### src/rtl/lane_scheduler.sv
// lane_scheduler: per-tick combat round sequencer for one lane (player unit vs enemy unit)
// Ports:
//   clk, reset                       - clock, asynchronous active-high reset
//   game_tick                        - one-cycle pulse starting a combat round
//   player_pos, enemy_pos            - 9-bit unit positions, sampled on an accepted tick
//   player_alive, enemy_alive        - unit deployed-and-alive flags, sampled on an accepted tick
//   player_power, enemy_power        - 8-bit attack strengths, sampled on an accepted tick
//   player_move_en, enemy_move_en    - one-cycle move strobes
//   player_dmg_en, enemy_dmg_en      - one-cycle damage-apply strobes
//   dmg_to_player, dmg_to_enemy      - damage values, nonzero only alongside the dmg strobes
//   base_hit                         - one-cycle pulse when the enemy reaches the base
//   busy                             - round in progress
//   engaged                          - result of the latest engagement evaluation
//   overrun_cnt                      - saturating count of ticks dropped while busy
module lane_scheduler #(
    parameter logic [8:0] ENGAGE_DIST = 9'd8,
    parameter logic [8:0] BASE_POS    = 9'd511
) (
    input  logic       clk,
    input  logic       reset,
    input  logic       game_tick,
    input  logic [8:0] player_pos,
    input  logic [8:0] enemy_pos,
    input  logic       player_alive,
    input  logic       enemy_alive,
    input  logic [7:0] player_power,
    input  logic [7:0] enemy_power,
    output logic       player_move_en,
    output logic       enemy_move_en,
    output logic       player_dmg_en,
    output logic       enemy_dmg_en,
    output logic [7:0] dmg_to_player,
    output logic [7:0] dmg_to_enemy,
    output logic       base_hit,
    output logic       busy,
    output logic       engaged,
    output logic [7:0] overrun_cnt
);
    typedef enum logic [4:0] {
        IDLE   = 5'b00001,
        EVAL   = 5'b00010,
        MOVE   = 5'b00100,
        ATTACK = 5'b01000,
        SETTLE = 5'b10000
    } state_t;

    state_t     state;
    logic [8:0] snap_ppos, snap_epos;
    logic       snap_palive, snap_ealive;
    logic [7:0] snap_ppower, snap_epower;
    logic       engaged_n;

    // Widen to 10 bits so enemy_pos + ENGAGE_DIST cannot wrap past 511.
    assign engaged_n = snap_palive && snap_ealive &&
                       (({1'b0, snap_epos} + {1'b0, ENGAGE_DIST}) >= {1'b0, snap_ppos});

    assign busy = (state != IDLE);

    // Strobes are registered on the EVAL->MOVE/ATTACK transition so they are
    // high exactly while the state register holds MOVE or ATTACK.
    always_ff @(posedge clk or posedge reset) begin
        if (reset) begin
            state          <= IDLE;
            snap_ppos      <= '0;
            snap_epos      <= '0;
            snap_palive    <= 1'b0;
            snap_ealive    <= 1'b0;
            snap_ppower    <= '0;
            snap_epower    <= '0;
            player_move_en <= 1'b0;
            enemy_move_en  <= 1'b0;
            player_dmg_en  <= 1'b0;
            enemy_dmg_en   <= 1'b0;
            dmg_to_player  <= '0;
            dmg_to_enemy   <= '0;
            base_hit       <= 1'b0;
            engaged        <= 1'b0;
            overrun_cnt    <= '0;
        end else begin
            player_move_en <= 1'b0;
            enemy_move_en  <= 1'b0;
            player_dmg_en  <= 1'b0;
            enemy_dmg_en   <= 1'b0;
            dmg_to_player  <= '0;
            dmg_to_enemy   <= '0;
            base_hit       <= 1'b0;
            case (state)
                IDLE: begin
                    if (game_tick) begin
                        snap_ppos   <= player_pos;
                        snap_epos   <= enemy_pos;
                        snap_palive <= player_alive;
                        snap_ealive <= enemy_alive;
                        snap_ppower <= player_power;
                        snap_epower <= enemy_power;
                        state       <= EVAL;
                    end
                end
                EVAL: begin
                    engaged <= engaged_n;
                    if (engaged_n) begin
                        player_dmg_en <= 1'b1;
                        enemy_dmg_en  <= 1'b1;
                        dmg_to_enemy  <= snap_ppower;
                        dmg_to_player <= snap_epower;
                        state         <= ATTACK;
                    end else begin
                        player_move_en <= snap_palive;
                        enemy_move_en  <= snap_ealive && (snap_epos != BASE_POS);
                        base_hit       <= snap_ealive && (snap_epos == BASE_POS);
                        state          <= MOVE;
                    end
                end
                MOVE, ATTACK: state <= SETTLE;
                SETTLE:       state <= IDLE;
                default:      state <= IDLE;
            endcase
            if (game_tick && state != IDLE && overrun_cnt != 8'hff)
                overrun_cnt <= overrun_cnt + 8'd1;
        end
    end
endmodule

### config.mk
export PLATFORM = sky130hd
export DESIGN_NAME = lane_scheduler
export DESIGN_NICKNAME = d
export VERILOG_FILES = /design/src/rtl/lane_scheduler.sv
export SDC_FILE = /design/constraint.sdc
export NUM_CORES = 1
export LEC_CHECK = 0
export CAP_MARGIN = 0
export CORE_MARGIN = 5
export CORE_UTILIZATION = 44
export DETAILED_ROUTE_END_ITERATION = 10
export GPL_ROUTABILITY_DRIVEN = 0
export PLACE_DENSITY = 0.73
export SYNTH_ARGS = -nofsm -noshare
export SYNTH_HDL_FRONTEND = slang
export SYNTH_SLANG_ARGS = --single-unit
export TNS_END_PERCENT = 30
### constraint.sdc
create_clock -name clk -period 2.35 [get_ports clk]
set_input_delay 0.3525 -clock clk [delete_from_list [all_inputs] [get_ports clk]]
set_output_delay 0.3525 -clock clk [all_outputs]
set_load 0.02 [all_outputs]
==> results.sh <==
export IMPL_finalClockSkew_ns=0.00617
export IMPL_critPathMaxFanout=8
export IMPL_syn_area_per_cell_um2=13.6
export IMPL_portBuffers=69
export IMPL_max_freq_mhz=445
export IMPL_synth_edf_count=0
export IMPL_cts_made_buffers=9
export IMPL_comb_power_share_pct=39.0
export IMPL_grt_overflow_total=0
export IMPL_cp_required_ns=2.57
export IMPL_peakVddDrop_v=0.000587
export IMPL_routed_wirelength_um=5490
export IMPL_placed_cells=366
export IMPL_fin_crit_ns=2.25
export IMPL_path_class="flip-flop to flip-flop"
export IMPL_end_kind="flip-flop"
export IMPL_synth_ff_type="dfrtp_1"
export IMPL_cp_startpoint="snap_epos[6]$_DFFE_PP0P_"
export IMPL_ant_nets=0
export IMPL_syn_inst=217
export IMPL_pin_count=70
export IMPL_swShare_pct=32.5
export IMPL_antenna_found_initial=0
export IMPL_seq_power_share_pct=40.2
export IMPL_leakage_uw=0.00182
export IMPL_cts_path_max_buffers=2
export IMPL_yosys_cell_count_top_type="dfrtp_1"
export IMPL_synth_warnings=0
export IMPL_netlist_area_um2=2950
export IMPL_grt_setup_unrepaired="yes"
export IMPL_die_area_um2=8430
export IMPL_seq_area_frac_synth_pct=59.5
export IMPL_clk_pin_slew_worst_paths_ns=0.07
export IMPL_cts_hold_buf=0
export IMPL_synth_top_area_share_pct=58.6
export IMPL_maxCapViolCount=0
export IMPL_synthTopCellsByCount="dfrtp_1 (69), mux2_2 (34), and2_1 (16)"
export IMPL_grt_pass1_wl_um=9440
export IMPL_grt_max_degree=26
export IMPL_coreArea_um2=6420
export IMPL_outcome="finished clean"
export IMPL_setup_viol=0
export IMPL_switchingPower_uw=1530
export IMPL_cts_tree="yes"
export IMPL_viasPerCell=4.84
export IMPL_htree_levels=3
export IMPL_powerDensity_nw_per_um2=1180
export IMPL_syn_to_final_growth_pct=36.1
export IMPL_wl_per_cell_um=14.2
export IMPL_worstPathArrival_ns=2.47
export IMPL_drt_pass1_iterations=4
export IMPL_maxSlewViolCount=0
export IMPL_worstSkewPairLatency_ns=0.33
export IMPL_internal_power_uw=3180
export IMPL_pwr_share_clk_pct=20.9
export IMPL_startpoint_type="flip-flop"
export IMPL_row_count=29
export IMPL_dr_first_iter_drc_count=48
export IMPL_first_global_vias=2001
export IMPL_tightest_slew_ns=0.571
export IMPL_die_w_um=91.8
export IMPL_critical_path_reg2reg_startpoint="snap_epos[6]$_DFFE_PP0P_"
export IMPL_finalHoldViolCount=0
export IMPL_synth_area_leaders="dfrtp_1 (59%), mux2_2 (13%), ha_1 (4.7%)"
export IMPL_track_usage_pct=14.2
export IMPL_cts_root_buf="clkbuf_8"
export IMPL_synth_cell_type_count=36
export IMPL_nets=354
export IMPL_insertedDiodeCount=0
export IMPL_postLayoutCoreUtil_pct=62.4
export IMPL_dp_hpwl_um=4010
export IMPL_slew_headroom_pct=61.9
export IMPL_die_height_um=91.8
export IMPL_hp_class="primary input to async pin"
export IMPL_drive_above_1_share_pct=23.6
export IMPL_synthArstFlopShare_pct=100
export IMPL_period_share_pct=95.7
export IMPL_instances_no_fill=386
export IMPL_syn_num_nets=267
export IMPL_drcViolationCount=0
export IMPL_synth_seq_cells=70
export IMPL_synth_top_cell_by_area="dfrtp_1"
export IMPL_cts_sinks=70
export IMPL_start_util_pct=45.9
export IMPL_via_count=1868
logic make-up (layout without fill, tap and decap cells):
family | Yosys count | count (layout) | synth area share [%]
fa+ha+maj | 11 | 11 | 4.67
compound gates | 15 | 15 | 3.65
buf+inv | 19 | 111 | 3.53
xor+xnor | 12 | 12 | 3.57
flops | 70 | 70 | 59.5
mux | 37 | 37 | 14.4
simple gates | 53 | 53 | 10.7
cell usage in the layout, fill, tap and decap left out, types with 8 or more instances in the layout:
cell             Yosys  routed
dfrtp_1             69      69
nand3_1              8       8
ha_1                11      11
mux2_2              34      34
clkdlybuf4s50_1      0      68
buf_4                2      10
and2_1              16      16
inv_1               14      13
clkbuf_8             1      11
a21oi_1              8       8
final cells by class:
| type | instances | area (µm²) |
|---|---|---|
| Tap cell | 77 | 96.3 |
| Inverter | 14 | 52.6 |
| Multi-Input combinational cell | 128 | 1090 |
| Fill cell | 499 | 2410 |
| Clock inverter | 5 | 57.6 |
| Clock buffer | 11 | 151 |
| Sequential cell | 70 | 1750 |
| Timing Repair Buffer | 81 | 808 |
timing repair:
| action | in CTS | in global routing |
|---|---|---|
| setup endpoints to repair | 19 | 11 |
| buffers inserted | 4 | 0 |
| pin swaps | 2 | 1 |
| resized for setup | 0 | 2 |
metrics by stage:
step / hold WS [ns] / setup TNS, ns / worst slack (ns) / area [µm²] / total power [µW]
finish: 0.403 / 0 / 0.101 / 4010 / 4720
global route: 0.469 / -0.00977 / -0.00977 / 4010 / 5070
CTS: 0.412 / 0 / 0.0525 / 4010 / 4770
detailed placement: 0.441 / -0.880 / -0.0711 / 3770 / 3710
global placement: 0.436 / 0 / 0.0224 / 3770 / 3630
floorplan: 0.419 / 0 / 0.124 / 2950 / 3150
state kept, by name, indices dropped and copies added, names as in the netlist, 5 cells and up:
signal         count
snap_epos          9
snap_ppos          9
dmg_to_enemy       8
dmg_to_player      8
overrun_cnt        8
snap_epower        8
snap_ppower        8
state              5
worst max-delay path, stage by stage (launching register included):
cell and delay [ns]:
dfrtp_1 0.42, and3_1 0.21, and3_1 0.22, xor2_1 0.15, ha_1 0.29, nor2b_1 0.14, a311oi_2 0.17, buf_4 0.17
a21oi_4 0.06, buf_4 0.16, and2_1 0.16
worst paths after layout:
check	endpoint	slack, ns	depth (start not counted)
worst max register to register	dmg_to_enemy[2]$_DFF_PP0_	0.10	10
max in group asynchronous	state[0]$_DFFE_PP1P_	1.34	3
min in group clk	state[4]$_DFFE_PP0P_	0.45	1
worst max-delay path	dmg_to_enemy[2]$_DFF_PP0_	0.10	10
worst min register to register	state[4]$_DFFE_PP0P_	0.45	1
worst min-delay path	dmg_to_player[1]$_DFF_PP0_	0.40	2
power by group through the flow:
stage / sequential [µW] / combinational [µW] / clock, µW
after floorplan: 1940 / 1210 / 0
after global placement: 1900 / 1740 / 0
after detailed placement: 1920 / 1790 / 0
after CTS: 1890 / 1870 / 1010
after global routing: 1950 / 2060 / 1060
final: 1890 / 1840 / 985
layer usage:
layer | GRT usage (%) | up-vias | share of wire, %
met1 | 17.9 | 895 | 45
met5 | 0 | - | 0
met3 | 4.01 | 10 | 6.4
met2 | 22.8 | 48 | 47
li1 | - | 915 | -
met4 | 6.56 | 0 | 1.9
No activity file was read; power rests on OpenSTA's default activity.
